$ cat config.mk
export PLATFORM = sky130hd
export DESIGN_NAME = gat_load_scheduler
export DESIGN_NICKNAME = d
export VERILOG_FILES = /design/src/rtl/gat_load_scheduler_pkg.sv /design/src/rtl/gat_load_scheduler_feat_reader.sv /design/src/rtl/gat_load_scheduler.sv
export SDC_FILE = /design/constraint.sdc
export NUM_CORES = 1
export LEC_CHECK = 0
export BUFFER_PORTS_ARGS = -buffer_cell sky130_fd_sc_hd__clkbuf_2
export CAP_MARGIN = 20
export CORE_ASPECT_RATIO = 0.7
export CORE_MARGIN = 2
export CORE_UTILIZATION = 49
export CTS_BUF_LIST = sky130_fd_sc_hd__clkbuf_8
export DETAILED_ROUTE_END_ITERATION = 7
export GPL_TIMING_DRIVEN = 0
export PLACE_DENSITY = 0.89
export SLEW_MARGIN = 20
export SYNTH_ARGS = -nofsm -noshare
export SYNTH_HDL_FRONTEND = slang
export SYNTH_SLANG_ARGS = --single-unit
export TNS_END_PERCENT = 30
$ cat constraint.sdc
create_clock -name clk -period 3.6 [get_ports clk]
set_input_delay 0.72 -clock clk [delete_from_list [all_inputs] [get_ports clk]]
set_output_delay 0.72 -clock clk [all_outputs]
set_load 0.01 [all_outputs]
$ cat src/rtl/gat_load_scheduler_pkg.sv
// Shared types for the GAT load scheduler: FSM states, region select and region order.
// Latency: n/a (types and pure functions only).
// Backpressure: n/a.
package gat_load_scheduler_pkg;

    typedef enum logic [3:0] {
        IDLE,
        LD_H,
        LD_INFO,
        LD_WGT,
        LD_SUB,
        WAIT_GAT,
        RD_ISSUE,
        RD_WAIT,
        RD_HOLD,
        FINISH
    } state_t;

    // Region select doubles as the bit position in the one-hot bram_ena {sub, wgt, info, h}.
    typedef enum logic [1:0] {
        REG_H    = 2'd0,
        REG_INFO = 2'd1,
        REG_WGT  = 2'd2,
        REG_SUB  = 2'd3
    } region_t;

    function automatic logic [3:0] region_ena(input region_t r);
        return 4'b0001 << r;
    endfunction

    function automatic region_t state_region(input state_t s);
        case (s)
            LD_INFO: return REG_INFO;
            LD_WGT:  return REG_WGT;
            LD_SUB:  return REG_SUB;
            default: return REG_H;
        endcase
    endfunction

    // Load order: h, info, wgt, sub, then wait for the accelerator.
    function automatic state_t next_load_state(input state_t s);
        case (s)
            LD_H:    return LD_INFO;
            LD_INFO: return LD_WGT;
            LD_WGT:  return LD_SUB;
            default: return WAIT_GAT;
        endcase
    endfunction

endpackage

$ cat src/rtl/gat_load_scheduler_feat_reader.sv
// Feature readback: fetches cfg_len_feat words from the feature BRAM and streams them out.
// Latency: 1 issue + RD_LATENCY wait cycles per word before m_valid.
// Backpressure: m_data/m_last held stable in RD_HOLD until m_ready.
// Ports: state from the top FSM; feat_bram_addrb/feat_bram_dout BRAM read port;
//        m_valid/m_ready/m_data/m_last result stream; wait_done tells the FSM data is captured.
module gat_feat_reader
    import gat_load_scheduler_pkg::*;
#(
    parameter int LEN_W       = 19,
    parameter int BRAM_ADDR_W = 20,
    parameter int RD_LATENCY  = 2
) (
    input  logic                   clk,
    input  logic                   rst,
    input  state_t                 state,
    input  logic [LEN_W-1:0]       len_feat,
    output logic [BRAM_ADDR_W-1:0] feat_bram_addrb,
    input  logic [31:0]            feat_bram_dout,
    output logic                   m_valid,
    input  logic                   m_ready,
    output logic [31:0]            m_data,
    output logic                   m_last,
    output logic                   wait_done
);

    localparam int WC_W = $clog2(RD_LATENCY + 1);

    logic [LEN_W-1:0] idx;
    logic [WC_W-1:0]  wait_cnt;
    logic             in_rd;

    always_comb begin
        in_rd           = state inside {RD_ISSUE, RD_WAIT, RD_HOLD};
        // Address stays on the port through the wait so any BRAM latency sees a stable request.
        feat_bram_addrb = in_rd ? BRAM_ADDR_W'({idx, 2'b00}) : '0;
        wait_done       = (state == RD_WAIT) && (wait_cnt == WC_W'(RD_LATENCY - 1));
        m_valid         = (state == RD_HOLD);
        m_last          = m_valid && (idx == len_feat - LEN_W'(1));
    end

    always_ff @(posedge clk) begin
        if (rst) begin
            idx      <= '0;
            wait_cnt <= '0;
            m_data   <= '0;
        end else begin
            case (state)
                WAIT_GAT: begin
                    idx      <= '0;
                    wait_cnt <= '0;
                end
                RD_ISSUE: wait_cnt <= '0;
                RD_WAIT: begin
                    wait_cnt <= wait_cnt + WC_W'(1);
                    if (wait_done) m_data <= feat_bram_dout;
                end
                RD_HOLD: if (m_ready) idx <= idx + LEN_W'(1);
                default: ;
            endcase
        end
    end

endmodule

$ cat src/rtl/gat_load_scheduler.sv
// GAT job scheduler: loads h/info/wgt/sub regions from a stream, waits for the accelerator, reads features back.
// Latency: BRAM write combinational with the s_valid/s_ready handshake; readback 1+RD_LATENCY cycles per word.
// Backpressure: s_ready only in load states; result stream stalls on m_ready.
// Ports: start + cfg_len_* job setup; s_* load stream; bram_* shared write port; *_load_done region levels;
//        gat_ready accelerator completion; feat_bram_* readback port; m_* result stream; busy/done/compute_cycles status.
module gat_load_scheduler
    import gat_load_scheduler_pkg::*;
#(
    parameter int TOP_WIDTH   = 32,
    parameter int BRAM_ADDR_W = 20,
    parameter int LEN_W       = 19,
    parameter int RD_LATENCY  = 2
) (
    input  logic                   clk,
    input  logic                   rst,
    input  logic                   start,
    input  logic [LEN_W-1:0]       cfg_len_h,
    input  logic [LEN_W-1:0]       cfg_len_info,
    input  logic [LEN_W-1:0]       cfg_len_wgt,
    input  logic [LEN_W-1:0]       cfg_len_sub,
    input  logic [LEN_W-1:0]       cfg_len_feat,
    input  logic                   s_valid,
    output logic                   s_ready,
    input  logic [TOP_WIDTH-1:0]   s_data,
    output logic [TOP_WIDTH-1:0]   bram_din,
    output logic                   bram_wea,
    output logic [BRAM_ADDR_W-1:0] bram_addra,
    output logic [3:0]             bram_ena,
    output logic                   h_data_bram_load_done,
    output logic                   h_node_info_bram_load_done,
    output logic                   wgt_bram_load_done,
    input  logic                   gat_ready,
    output logic [BRAM_ADDR_W-1:0] feat_bram_addrb,
    input  logic [31:0]            feat_bram_dout,
    output logic                   m_valid,
    input  logic                   m_ready,
    output logic [31:0]            m_data,
    output logic                   m_last,
    output logic                   busy,
    output logic                   done,
    output logic [31:0]            compute_cycles
);

    state_t           state, state_nxt;
    region_t          region;
    logic [LEN_W-1:0] len_h, len_info, len_wgt, len_sub, len_feat;
    logic [LEN_W-1:0] cnt, cur_len;
    logic             in_ld, s_hs, region_end, gat_q, gat_rise, wait_done;

    always_comb begin
        in_ld  = state inside {LD_H, LD_INFO, LD_WGT, LD_SUB};
        region = state_region(state);
        case (region)
            REG_H:    cur_len = len_h;
            REG_INFO: cur_len = len_info;
            REG_WGT:  cur_len = len_wgt;
            default:  cur_len = len_sub;
        endcase
        // A zero-length region never raises s_ready, so it is skipped in one cycle with no writes.
        s_ready    = in_ld && (cur_len != '0);
        s_hs       = s_valid && s_ready;
        region_end = in_ld && ((cur_len == '0) || (s_hs && (cnt == cur_len - LEN_W'(1))));
        gat_rise   = gat_ready && !gat_q;

        bram_wea   = s_hs;
        bram_ena   = s_hs ? region_ena(region) : 4'b0000;
        bram_din   = s_hs ? s_data : '0;
        bram_addra = s_hs ? BRAM_ADDR_W'({cnt, 2'b00}) : '0;

        busy = (state != IDLE);
        done = (state == FINISH);
    end

    always_comb begin
        state_nxt = state;
        case (state)
            IDLE:     if (start) state_nxt = LD_H;
            LD_H, LD_INFO, LD_WGT, LD_SUB:
                      if (region_end) state_nxt = next_load_state(state);
            WAIT_GAT: if (gat_rise) state_nxt = (len_feat == '0) ? FINISH : RD_ISSUE;
            RD_ISSUE: state_nxt = RD_WAIT;
            RD_WAIT:  if (wait_done) state_nxt = RD_HOLD;
            RD_HOLD:  if (m_valid && m_ready) state_nxt = m_last ? FINISH : RD_ISSUE;
            FINISH:   state_nxt = IDLE;
            default:  state_nxt = IDLE;
        endcase
    end

    always_ff @(posedge clk) begin
        if (rst) state <= IDLE;
        else     state <= state_nxt;
    end

    always_ff @(posedge clk) begin
        if (rst) begin
            len_h                      <= '0;
            len_info                   <= '0;
            len_wgt                    <= '0;
            len_sub                    <= '0;
            len_feat                   <= '0;
            cnt                        <= '0;
            gat_q                      <= 1'b0;
            compute_cycles             <= '0;
            h_data_bram_load_done      <= 1'b0;
            h_node_info_bram_load_done <= 1'b0;
            wgt_bram_load_done         <= 1'b0;
        end else begin
            gat_q <= gat_ready;
            if (state == IDLE && start) begin
                len_h                      <= cfg_len_h;
                len_info                   <= cfg_len_info;
                len_wgt                    <= cfg_len_wgt;
                len_sub                    <= cfg_len_sub;
                len_feat                   <= cfg_len_feat;
                cnt                        <= '0;
                compute_cycles             <= '0;
                h_data_bram_load_done      <= 1'b0;
                h_node_info_bram_load_done <= 1'b0;
                wgt_bram_load_done         <= 1'b0;
            end
            if (region_end) begin
                cnt <= '0;
                case (region)
                    REG_H:    h_data_bram_load_done      <= 1'b1;
                    REG_INFO: h_node_info_bram_load_done <= 1'b1;
                    REG_WGT:  wgt_bram_load_done         <= 1'b1;
                    default:  ;
                endcase
            end else if (s_hs) begin
                cnt <= cnt + LEN_W'(1);
            end
            if (state == WAIT_GAT) compute_cycles <= compute_cycles + 32'd1;
        end
    end

    gat_feat_reader #(
        .LEN_W       (LEN_W),
        .BRAM_ADDR_W (BRAM_ADDR_W),
        .RD_LATENCY  (RD_LATENCY)
    ) u_feat_reader (
        .clk             (clk),
        .rst             (rst),
        .state           (state),
        .len_feat        (len_feat),
        .feat_bram_addrb (feat_bram_addrb),
        .feat_bram_dout  (feat_bram_dout),
        .m_valid         (m_valid),
        .m_ready         (m_ready),
        .m_data          (m_data),
        .m_last          (m_last),
        .wait_done       (wait_done)
    );

endmodule

* Word level (Yosys, flattened, before mapping)
Cells that the tools add are included.
** Word-level totals
- Output and inout bits :: 149
- Bits in registers :: 207
** Cells by class
- Shift-type cells :: 1
- Equal/unequal tests :: 20
- Reduce and logical (&&, ||, !) cells :: 29
- $add $sub $neg :: 6
- Multiplexer cells :: 31
** Operator list (count)
- 32-bit 2-to-1 mux :: 3
- 19-bit 2-to-1 mux :: 3
- 19-bit case mux with 3 select lines :: 1
- 20-bit 2-to-1 mux :: 2
- 19-bit by 1-bit adder with 19-bit output, second input constant :: 2
- 19-bit equality test :: 2
- 19-bit logical NOT :: 2
- 19-bit case mux with 2 select lines :: 1
- 19-bit by 1-bit subtractor with 19-bit output, second input constant :: 2
- 32-bit by 1-bit adder with 32-bit output, second input constant :: 1
- 4-bit 2-to-1 mux :: 8
- 4-bit case mux with 6 select lines :: 1
- 19-bit nonzero test :: 1
- 4-bit by 3-bit equality test with 1-bit output, second input constant :: 4
- 1-bit logical AND :: 9
- 1-bit 2-to-1 mux :: 9
- 3-bit case mux with 3 select lines :: 1
- 4-bit by 2-bit equality test with 1-bit output, second input constant :: 2
- 4-bit equality test, second input constant :: 2
- 2-bit nonzero test :: 4
- 4-bit nonzero test :: 2
- 2-bit by 1-bit != test with 1-bit output, second input constant :: 3
- 2-bit != test, second input constant :: 3
- 2-bit case mux with 3 select lines :: 1
- 15 further kinds :: 18

* Longest topological paths before layout
- Depth in word-level cells :: 12
- Gate-level depth with buffers :: 17

* Cells and area by module
Synthesis repeated with hierarchy kept, for this count alone.
** Unflattened totals
- Cell total of the unflattened synthesis :: 1512
- Area, all modules :: 11327.1 sq um
** By module, submodules not included
- gat_load_scheduler :: cells each 1120, instances 1, sequential area each 3083.0 sq um, area an instance 8376.8 sq um
- gat_feat_reader :: cells each 392, instances 1, sequential area each 1061.0 sq um, area an instance 2950.3 sq um

* Worst setup path before layout
No wires, ideal clock.
- Path kind :: register to output
- Start :: register state[2]
- End :: output bram_addra[2]
- Data required time :: 2.880 ns
- Path slack :: -0.056 ns
- Stages on the path, launching flop included :: 16
- Arrival :: 2.936 ns
- Cell sequence :: dfxtp_1 -> buf_6 -> or4b_1 -> buf_6 -> buf_6 -> nor2_1 -> a31oi_1 -> inv_1 -> ha_1 -> inv_1 -> or2_2 -> o31ai_4 -> inv_2 -> clkbuf_1 -> clkbuf_1 -> and2_1
** On the way
- Longest elaborated chain between the ends :: 8
** RTL lines
- start, declared :: line gat_load_scheduler.sv:44 : state_t state, state_nxt;
- start signal, assigned :: line gat_load_scheduler.sv:91 : else state <= state_nxt;
- 4-bit by 3-bit equality test with 1-bit output or 4-bit by 2-bit equality test with 1-bit output (tied branches) :: line gat_load_scheduler_pkg.sv:32, gat_load_scheduler.sv:51
- 2-bit case mux with 3 select lines :: line gat_load_scheduler_pkg.sv:32 : case (s)
- 2-bit equality test (tied with other cells) :: line gat_load_scheduler.sv:53 : case (region)
- 19-bit case mux with 3 select lines :: line gat_load_scheduler.sv:53
- 19-bit nonzero test :: line gat_load_scheduler.sv:60 : s_ready = in_ld && (cur_len != '0);
- 1-bit logical AND * :: line gat_load_scheduler.sv:60
- 1-bit logical AND * :: line gat_load_scheduler.sv:61 : s_hs = s_valid && s_ready;
- 20-bit 2-to-1 mux * :: line gat_load_scheduler.sv:68 : bram_addra = s_hs ? BRAM_ADDR_W'({cnt, 2'b00}) : '0;
- end, declared :: line gat_load_scheduler.sv:27 : output logic [BRAM_ADDR_W-1:0] bram_addra,
Every way passes the cells marked *; elsewhere a longest branch is shown, timed or not.

* Worst setup path in the final report
- Start :: register state[3]
- End :: output bram_din[29]
** On the way
- Longest elaborated chain between the ends :: 8
** RTL lines
- 4-bit by 3-bit equality test with 1-bit output or 4-bit by 2-bit equality test with 1-bit output (tied branches) :: line gat_load_scheduler_pkg.sv:32, gat_load_scheduler.sv:51
- 2-bit case mux with 3 select lines :: line gat_load_scheduler_pkg.sv:32
- 2-bit equality test (tied with other cells) :: line gat_load_scheduler.sv:53
- 19-bit case mux with 3 select lines :: line gat_load_scheduler.sv:53
- 19-bit nonzero test :: line gat_load_scheduler.sv:60
- 1-bit logical AND * :: line gat_load_scheduler.sv:60
- 1-bit logical AND * :: line gat_load_scheduler.sv:61
- 32-bit 2-to-1 mux * :: line gat_load_scheduler.sv:67 : bram_din = s_hs ? s_data : '0;
- end, declared :: line gat_load_scheduler.sv:25 : output logic [TOP_WIDTH-1:0] bram_din,
Marks and branches as above.

==> impl_metrics.py <==
metrics = {
    "clock_tree": {
        "cts.hold.buffers_added": 0,
        "cts_max_level": 2,
        "cts_root_buf": "clkbuf_8",
        "clock_latency_ps": 540,
        "cts_tree": "done",
        "cts.path.max_buffers": 3,
        "cts-buffers-inserted": 35,
        "clkTransAtPathRegs_ps": 70,
        "clock_sinks": 207,
    },
    "grt": {
        "grt_pass1_wl_um": 59560,
        "grtUsageMet2_pct": 51.49,
        "antenna_found_initial": 1,
        "grt_max_degree": 12,
        "grt-busiest-layer": "met2",
        "grt-ovfl-total": 0,
        "met3_usage_pct": 6.773,
        "first_global_vias": 11310,
        "track_usage_pct": 31.78,
        "grt_use_met1_pct": 42.27,
    },
    "place": {
        "placedCellCount": 2034,
        "io_buffers": 309,
        "dp_slack_ps": -920.2,
        "placed_area_sq_mm": 0.01293,
        "gp_congestion": 0.9246,
        "place_hpwl_um": 28290,
    },
    "drt": {
        "routed_via_density": 5.670,
        "detail-route-antenna-nets": 0,
        "routedWlPerCell_um": 18.04,
        "dr.pass1.iters": 6,
        "routed_wl_um": 38760,
        "drc": 0,
        "vias": 12190,
        "drtIter0Drc": 1142,
    },
    "finish": {
        "fillers": 1764,
        "fin_nets": 2018,
        "syn2layout_area_growth_pct": 32.78,
        "final_area_sq_mm": 0.01463,
        "post-route-util_pct": 66.95,
        "drive_above_1_share_pct": 29.96,
        "stdcell_count": 2149,
    },
    "logic_synthesis": {
        "synthCells": 1440,
        "synth_top_area_share_pct": 37.62,
        "yosysSeqAreaShare_pct": 37.62,
        "synth-edff-count": 0,
        "netlist_area_sq_mm": 0.01102,
        "syn_area_per_cell_sq_um": 7.650,
        "async_flop_share_pct": 0,
        "ys_warn_count": 0,
        "yosysMostFrequentCell": "nand2_1",
        "ys.flop_type": "dfxtp_1",
        "ys_seq_elements": 207,
        "synthDistinctLibCells": 79,
        "synth.top_cells.by_area": "dfxtp_1 (38%), nand2_1 (11%), a21oi_1 (7.8%)",
        "synth_common_cells": "nand2_1 (333), dfxtp_1 (207), a21oi_1 (172)",
        "synth.largest_area_cell": "dfxtp_1",
    },
    "setup_path": {
        "worstPathArrival_ps": 3350,
        "timing.rr.start": "state[0]$_SDFFE_PP0P_",
        "max_stage_delay_ps": 600,
        "timing.rr.end": "cnt[17]$_SDFFE_PP0P_",
        "path_max_fanout": 7,
        "cp-start-kind": "flip-flop",
        "path_delay_family": "simple AND/OR/NAND/NOR gates",
        "critPathBufInv": 6,
        "rr_worst_depth": 18,
        "critPathCaptureType": "output port",
        "critPathLaunch": "state[3]$_SDFFE_PP0P_",
        "crit_type": "flip-flop to output port",
        "worstPathRequired_ps": 2880,
        "r2r_slack_ps": -310,
        "cpMostUsedCell": "buf_6",
        "path_cells": "buf_4, or4b_4, o22a_1, and4bb_1, buf_6, nand2_4, o31ai_4, buf_6, inv_8, clkbuf_16, and2_1, clkbuf_2",
        "crit_slowest_cell": "or4b_4",
    },
    "floorplanning": {
        "num_io_pins": 314,
        "start_util_pct": 50.42,
        "fp.dieH_um": 129.4,
        "die_w_um": 183.2,
        "coreArea_sq_mm": 0.02185,
        "design.die.area_sq_mm": 0.02372,
        "num_rows": 45,
    },
    "run_status": {
        "violations": "setup timing",
        "status": "complete, but fails checks",
    },
    "min_path": {
        "hold_depth": 3,
        "min-delay-start": "feat_bram_dout[10]",
        "hold_path_end": "u_feat_reader.m_data[10]$_SDFFE_PP0P_",
        "hold_class": "input pin to flip-flop",
    },
    "timing": {
        "setup_ws_ps": -474.7,
        "clock_skew_ps": 16.03,
        "period_share_pct": 113.2,
        "finalCriticalPeriod_ps": 4075,
        "worst_pin_slew_ps": 852.1,
        "setup_viol": 81,
        "fin_setup_tns_ps": -30910,
        "hold_viol_final": 0,
        "relSlewSlack_pct": 43.20,
        "rsz0062_at_grt": "yes",
        "slew_viol_final": 0,
        "fmax_mhz": 245.4,
        "timing.hold.ws_ps": 401.3,
    },
    "pwr": {
        "ir_drop_v": 0.0003061,
        "p_per_area_mw_per_mm2": 578.9,
        "total_power_mw": 8.467,
        "leakagePower_nw": 6.175,
    },
    "flow_run": {
        "drv_cap": 0,
    },
}
==> cells by family after synthesis <==
group	after synthesis	share of synthesized area, %
fa+ha+maj	8	0.9087
mux	22	2.158
buf+inv	113	4.668
flops	207	37.62
other cells	1	0.03404
compound gates	293	16.23
simple gates	727	32.89
xor+xnor	69	5.486
==> how the worst max path moves through the flow <==
stage               slack, ps                   to  cells after the start
CTS                      -410         bram_din[29]                     14
floorplan                  20  cnt[0]$_SDFFE_PP0P_                     16
global placement         -880         bram_din[29]                     13
detailed placement       -920        bram_addra[3]                     13
global route             -560         bram_din[29]                     12
finish                   -470         bram_din[29]                     12
==> placed cells by master, fill, tap and decap left out, types with 6 or more instances in the layout <==
cell type / n
ha_1: 7
mux2i_1: 7
o211ai_1: 15
a211oi_1: 9
nand4_1: 16
and2_4: 6
and2_1: 70
clkbuf_2: 306
a31oi_1: 7
nor3_2: 12
dfxtp_1: 200
clkbuf_8: 44
or2_2: 13
clkbuf_1: 67
nor3_1: 23
and4_1: 7
xor2_1: 32
inv_1: 29
buf_4: 55
nor2_1: 79
nand2_1: 328
or3_1: 11
a21oi_1: 172
o21ai_0: 27
buf_12: 7
nor2b_1: 14
nand3b_1: 6
nor2_2: 7
xnor2_1: 36
buf_6: 8
nand2b_1: 9
nand3_1: 41
and3_1: 27
nor4_1: 7
mux2_2: 13
==> power by group <==
part | switching (mW) | total [mW] | internal (mW)
registers | 0.200 | 2.71 | 2.51
clock network | 0.977 | 1.99 | 1.02
logic | 2.15 | 3.76 | 1.61
total | 3.33 | 8.47 | 5.14
==> state kept, by name, indices dropped and copies added, names as in the netlist <==
register and cells:
h_data_bram_load_done 1, len_wgt 19, compute_cycles 32, u_feat_reader.wait_cnt 2
u_feat_reader.m_data 32, len_info 19, h_node_info_bram_load_done 1, u_feat_reader.idx 19
wgt_bram_load_done 1, len_h 19, gat_q 1, len_sub 19
len_feat 19, cnt 19, state 4
==> cell type report <==
class                           count  area [sq um]  share of cell area (%)
Buffer                             93         585.6                   4.003
Inverter                           17         71.32                  0.4876
Sequential cell                   207          4163                   28.46
Multi-Input combinational cell   1124          6751                   46.16
Clock buffer                       40         550.5                   3.764
Timing Repair Buffer              366          2054                   14.05
Antenna cell                        1         2.502                 0.01711
Clock inverter                     18         87.58                  0.5988
Timing Repair inverter              1         7.507                 0.05133
Tap cell                          282         352.8                   2.412
==> worst min-delay path, delay by kind of cell <==
family / cells / cell delay (ps)
and+or+nand+nor: 1 / 40
AOI/OAI and AO/OA: 1 / 50
buffers and inverters: 1 / 80
==> repair_timing <==
| item | in CTS | in global routing |
|---|---|---|
| buffers inserted | 50 | 4 |
| cloned | 5 | 1 |
| pin swaps | 35 | 9 |
| resized for setup | 119 | 21 |
| endpoints found under the setup margin | 112 | 95 |
==> routing by layer <==
layer	up-vias	part of all wire (%)
met5	-	0
met2	680	44
met3	115	10
li1	5749	-
met4	0	3.3
met1	5641	42
Note: power is estimated with default switching activity, not from simulation.
